$ cat config.mk
export PLATFORM = sky130hd
export DESIGN_NAME = i2c_reg_target
export DESIGN_NICKNAME = d
export VERILOG_FILES = /design/src/rtl/i2c_reg_target.sv
export SDC_FILE = /design/constraint.sdc
export NUM_CORES = 1
export LEC_CHECK = 0
export CORE_ASPECT_RATIO = 0.5
export CORE_MARGIN = 1.5
export CORE_UTILIZATION = 35
export DETAILED_ROUTE_END_ITERATION = 10
export HOLD_SLACK_MARGIN = 0.03
export MAX_ROUTING_LAYER = met4
export PLACE_DENSITY = 0.56
export SLEW_MARGIN = 20
export SYNTH_ARGS = -nofsm -noshare
export SYNTH_HDL_FRONTEND = slang
export SYNTH_SLANG_ARGS = --single-unit
$ cat constraint.sdc
create_clock -name clock -period 4.4 [get_ports clock]
set_input_delay 0.88 -clock clock [delete_from_list [all_inputs] [get_ports clock]]
set_output_delay 0.88 -clock clock [all_outputs]
set_load 0.02 [all_outputs]
$ cat src/rtl/i2c_reg_target.sv
// i2c_reg_target: I2C target with a REGCOUNT x 8-bit register file, auto-increment pointer,
// per-register write protection and a one-cycle write-notify strobe.
module i2c_reg_target #(
  parameter int REGCOUNT = 16,
  parameter logic [6:0] DEV_ADDR = 7'h49,
  parameter logic [REGCOUNT-1:0] WP_MASK = '0,
  localparam int PW = (REGCOUNT > 2) ? $clog2(REGCOUNT) : 1
) (
  input  logic                  clock,
  input  logic                  reset,
  input  logic                  scl_in,
  input  logic                  sda_in,
  output logic                  sda_oe,
  output logic [8*REGCOUNT-1:0] registers_packed,
  output logic                  wr_strobe,
  output logic [PW-1:0]         wr_index,
  output logic                  busy
);
  typedef enum logic [3:0] {IDLE, ADDR, ADDR_ACK, PTR, PTR_ACK, WDATA, WDATA_ACK, RDATA, RACK, WAIT} state_t;
  state_t state_q, state_d;
  logic [2:0] scl_q, sda_q;
  logic [3:0] cnt_q, cnt_d;
  logic [7:0] sh_q, sh_d;
  logic [PW-1:0] ptr_q, ptr_d, idx_q, idx_d, ptr_nx;
  logic oe_q, oe_d, busy_q, busy_d, rw_q, rw_d, ph_q, ph_d, stb_q, stb_d, we;
  logic [7:0] regs_q [REGCOUNT];
  logic [7:0] rd;
  logic scl, sda, rise, fall, start, stop, hit, ptr_ok;
  // bit 1 is the synchronised pin value, bit 2 its previous sample for edge detection
  assign scl = scl_q[1];
  assign sda = sda_q[1];
  assign rise = scl & ~scl_q[2];
  assign fall = ~scl & scl_q[2];
  assign start = scl & scl_q[2] & sda_q[2] & ~sda;
  assign stop = scl & scl_q[2] & ~sda_q[2] & sda;
  assign hit = sh_q[7:1] == DEV_ADDR;
  assign ptr_ok = {1'b0, sh_q} < 9'(REGCOUNT);
  assign ptr_nx = (ptr_q == PW'(REGCOUNT - 1)) ? '0 : ptr_q + PW'(1);
  assign rd = regs_q[ptr_q];
  always_comb begin
    state_d = state_q;
    cnt_d = cnt_q;
    sh_d = sh_q;
    ptr_d = ptr_q;
    oe_d = oe_q;
    busy_d = busy_q;
    rw_d = rw_q;
    ph_d = ph_q;
    idx_d = idx_q;
    stb_d = 1'b0;
    we = 1'b0;
    if (stop) begin
      state_d = IDLE;
      oe_d = 1'b0;
      busy_d = 1'b0;
    end else if (start) begin
      state_d = ADDR;
      cnt_d = 4'd0;
      oe_d = 1'b0;
      busy_d = 1'b0;
    end else begin
      case (state_q)
        ADDR, PTR, WDATA:
          if (rise && cnt_q < 4'd8) begin
            sh_d = {sh_q[6:0], sda};
            cnt_d = cnt_q + 4'd1;
          end else if (cnt_q == 4'd8) begin
            ph_d = 1'b0;
            if (state_q == ADDR) begin
              rw_d = sh_q[0];
              busy_d = hit;
              state_d = hit ? ADDR_ACK : WAIT;
            end else if (state_q == PTR) begin
              ptr_d = ptr_ok ? sh_q[PW-1:0] : ptr_q;
              busy_d = ptr_ok;
              state_d = ptr_ok ? PTR_ACK : WAIT;
            end else begin
              we = ~WP_MASK[ptr_q];
              stb_d = we;
              idx_d = we ? ptr_q : idx_q;
              ptr_d = ptr_nx;
              state_d = WDATA_ACK;
            end
          end
        // first SCL fall drives the ACK, second one ends the ACK clock
        ADDR_ACK, PTR_ACK, WDATA_ACK:
          if (fall) begin
            ph_d = ~ph_q;
            oe_d = ~ph_q;
            cnt_d = 4'd0;
            if (ph_q) begin
              state_d = (state_q != ADDR_ACK) ? WDATA : rw_q ? RDATA : PTR;
              sh_d = (state_q == ADDR_ACK && rw_q) ? rd : sh_q;
              oe_d = (state_q == ADDR_ACK && rw_q) ? ~rd[7] : 1'b0;
            end
          end
        RDATA:
          if (rise) cnt_d = cnt_q + 4'd1;
          else if (fall && cnt_q == 4'd8) begin
            oe_d = 1'b0;
            ph_d = 1'b0;
            state_d = RACK;
          end else if (fall) begin
            sh_d = {sh_q[6:0], 1'b0};
            oe_d = ~sh_q[6];
          end
        RACK:
          if (rise && !ph_q) begin
            ptr_d = sda ? ptr_q : ptr_nx;
            ph_d = ~sda;
            busy_d = ~sda;
            state_d = sda ? WAIT : RACK;
          end else if (fall && ph_q) begin
            sh_d = rd;
            oe_d = ~rd[7];
            cnt_d = 4'd0;
            ph_d = 1'b0;
            state_d = RDATA;
          end
        WAIT: begin
          oe_d = 1'b0;
          busy_d = 1'b0;
        end
        default: ;
      endcase
    end
  end
  always_ff @(posedge clock) begin
    if (!reset) begin
      state_q <= IDLE;
      scl_q <= '1;
      sda_q <= '1;
      cnt_q <= '0;
      sh_q <= '0;
      ptr_q <= '0;
      idx_q <= '0;
      oe_q <= 1'b0;
      busy_q <= 1'b0;
      rw_q <= 1'b0;
      ph_q <= 1'b0;
      stb_q <= 1'b0;
      for (int k = 0; k < REGCOUNT; k++) regs_q[k] <= '0;
    end else begin
      state_q <= state_d;
      scl_q <= {scl_q[1:0], scl_in};
      sda_q <= {sda_q[1:0], sda_in};
      cnt_q <= cnt_d;
      sh_q <= sh_d;
      ptr_q <= ptr_d;
      idx_q <= idx_d;
      oe_q <= oe_d;
      busy_q <= busy_d;
      rw_q <= rw_d;
      ph_q <= ph_d;
      stb_q <= stb_d;
      if (we) regs_q[ptr_q] <= sh_q;
    end
  end
  for (genvar i = 0; i < REGCOUNT; i++) begin : g_pk
    assign registers_packed[8*i +: 8] = regs_q[i];
  end
  assign sda_oe = oe_q;
  assign busy = busy_q;
  assign wr_strobe = stb_q;
  assign wr_index = idx_q;
endmodule

==> results.py <==
metrics = {
    "sta": {
        "hold_ws_ns": 0.4063,
        "setup_viol": 0,
        "setup_tns_ns": 0,
        "fin_crit_sh": 0.6900,
        "rsz0062_at_grt": "false",
        "hold_violations": 0,
        "fin_skew_ns": 0.007474,
        "fmax_mhz": 329.4,
        "worst_pin_slew_ns": 1.075,
        "finalCriticalPeriod_ns": 3.036,
        "slew_violations": 0,
        "slew_headroom": 0.2759,
    },
    "clocking": {
        "cts_tree": "yes",
        "cts_sinks": 167,
        "clkLatencyLatePin_ns": 0.43,
        "post_cts_buffers": 0,
        "cts_max_level": 4,
        "cts_hold_buf": 0,
        "cts_buffers": 17,
        "cts-resized-gates": 0,
        "cts.clk_slew.worst_paths_ns": 0.06,
        "ctsLongestPathBuffers": 2,
        "ctsRootBufferMaster": "clkbuf_16",
    },
    "floorplan": {
        "dieArea_um2": 24840,
        "die_h_um": 112.2,
        "row_count": 39,
        "start_util": 0.3616,
        "core_area_um2": 23080,
        "boundaryPins": 139,
        "fp.dieW_um": 221.4,
    },
    "synth": {
        "synth_edf_count": 128,
        "yosysWarnings": 0,
        "ys_seq_area_frac": 0.5541,
        "async_flop_share": 0,
        "syn-cell-area_um2": 8346,
        "synth_nets": 670,
        "synth_cells": 660,
        "synth_ff_type": "edfxtp_1",
        "yosys_register_bits": 167,
        "yosysUniqueCellTypes": 69,
        "syn_area_per_cell_um2": 12.64,
    },
    "route": {
        "ant_nets": 0,
        "num_vias": 5810,
        "dr.pass1.iters": 5,
        "avgViaCountPerCell": 5.244,
        "route.final.wire_length_um": 25130,
        "drt_iter0_drc": 604,
        "drc": 0,
        "wl_per_cell_um": 22.68,
    },
    "power_and_ir_drop": {
        "intPower_mw": 2.693,
        "p_leak_nw": 3.591,
        "power_frac_comb": 0.102,
        "total_power_mw": 3.665,
        "power.density_nw_per_um2": 347.7,
        "clkPwrFrac": 0.382,
        "swShare": 0.2651,
        "ir_drop_mv": 0.2345,
        "seqPwrFrac": 0.516,
        "p_switching_uw": 971.7,
    },
    "placed_design": {
        "dpl_cell_area_um2": 10000,
        "gp_congestion": 0.8768,
        "portBuffers": 138,
        "dp_hpwl_um": 18160,
    },
    "global_routing": {
        "gr-total-overflow": 0,
        "grt_pass1_wl_um": 37340,
        "grt_pass1_vias": 5737,
        "grt_usage": 0.2129,
        "antenna_found_initial": 0,
        "grt_max_degree": 43,
    },
    "layout": {
        "final_cell_mix": "clkdlybuf4s50_1, and2_1, edfxtp_1",
        "layout-drive-gt1-share": 0.1373,
        "finalNetCount": 799,
        "diodes": 0,
        "syn2layout_area_growth_pct": 26.30,
        "final_common_cell": "clkdlybuf4s50_1",
        "fin_util": 0.4567,
        "stdcell_area_um2": 10540,
    },
    "min_path": {
        "hold_path_end": "sda_q[1]",
        "worstHoldStart": "sda_q[0]",
        "hold-path-cell-count": 1,
        "hold_class": "flop to flop",
    },
    "worst_setup_path": {
        "timing.rr.end": "regs_q[10][1]",
        "start_kind": "flop",
        "worstReg2RegStart": "state_q[3]",
        "cp_max_fo": 20,
        "endpoint_kind": "flop",
        "crit_required_ns": 4.45,
        "worstSetupPathType": "flop to flop",
        "worstRegToRegCells": 7,
        "worstPathArrival_ns": 3.09,
        "r2r_slack_ns": 1.36,
    },
    "job": {
        "drv_cap": 0,
    },
    "run_status": {
        "status": "completed",
    },
}
## synthesized netlist by cell type, types with 3 or more instances
library cell	count	area share
clkbuf_1	20	0.0090
nor3_4	5	0.0097
nand2_4	5	0.0067
dfxtp_1	39	0.094
o211ai_1	3	0.0027
buf_1	5	0.0022
ha_1	6	0.0090
edfxtp_1	128	0.46
mux4_2	28	0.076
and2_1	128	0.096
nor3b_1	4	0.0036
nor2_4	4	0.0054
a21boi_0	3	0.0027
o22ai_1	9	0.0067
o21ai_0	32	0.019
mux2i_1	17	0.020
mux4_1	4	0.013
nor4bb_1	3	0.0036
nand2_1	24	0.011
a211oi_1	10	0.0090
buf_2	13	0.0078
nand2b_1	20	0.015
nor2_2	8	0.0060
o31ai_1	3	0.0027
nor2b_1	12	0.0090
inv_1	11	0.0049
a31oi_1	3	0.0022
nor2_1	21	0.0094
a21oi_1	31	0.019
buf_6	5	0.0067
nand3_1	9	0.0054
## final cells by class
type,instances,area (um2)
repair buffers,155,1504
multi-input cells,436,3441
fillers,2093,12540
clock buffers,20,436.7
inverters,12,50.05
well taps,307,384.1
flip-flops and latches,167,4624
clock inverters,11,100.1
## state kept, by name, indices dropped and copies added (netlist names), 3 cells and up, named ones only
signal and count:
cnt_q 4, ptr_q 4, regs_q 128, scl_q 3, sda_q 3, sh_q 8, state_q 4, wr_index 4
## logic make-up after synthesis
group                    count (synthesis)  synth area share
XOR/XNOR                                 1          0.001950
flip-flops                             167            0.5541
adder cells (fa/ha/maj)                  6          0.008995
multiplexers                            51            0.1112
AND/OR/NAND/NOR                        263            0.2034
buffers and inverters                   57           0.03358
AO/OA/AOI/OAI                          115           0.08666
## worst max path at each step
stage	start	to
after floorplan	cnt_q[0]	regs_q[10][0]
after global placement	state_q[3]	regs_q[8][5]
after detailed placement	state_q[3]	regs_q[10][2]
after CTS	state_q[3]	regs_q[10][1]
after global routing	state_q[3]	regs_q[10][1]
final	state_q[3]	regs_q[10][1]
## power by group through the flow
stage | clock [mW] | sequential (mW) | combinational [mW]
after floorplan | 0 | 1.88 | 0.200
after global placement | 0 | 1.92 | 0.375
after detailed placement | 0 | 1.92 | 0.373
after CTS | 1.42 | 1.89 | 0.375
after global routing | 1.49 | 1.90 | 0.401
final | 1.40 | 1.89 | 0.375
## worst max-delay path, stage by stage (launching register included)
cell and delay (ns):
dfxtp_1 0.52, and2b_1 0.42, nand3_4 0.12, nor3_4 0.41, nand2_4 0.12, inv_6 0.13
nand2_4 0.12, o21ai_0 0.81
## routing by layer
| layer | part of all wire | vias up | track usage |
|---|---|---|---|
| met4 | 0.0092 | 0 | 0.04966 |
| met1 | 0.48 | 2901 | 0.2997 |
| met3 | 0.049 | 21 | 0.03429 |
| li1 | - | 2696 | - |
| met2 | 0.46 | 192 | 0.3232 |
| met5 | 0 | - | - |
## per-stage QoR
stage / setup slack [ns] / std cells
floorplan: 1.900 / 660
global placement: 1.472 / 1077
detailed placement: 1.352 / 1077
CTS: 1.344 / 1108
global route: 1.138 / 1108
finish: 1.364 / 1108
(Power assumes the default switching activity.)
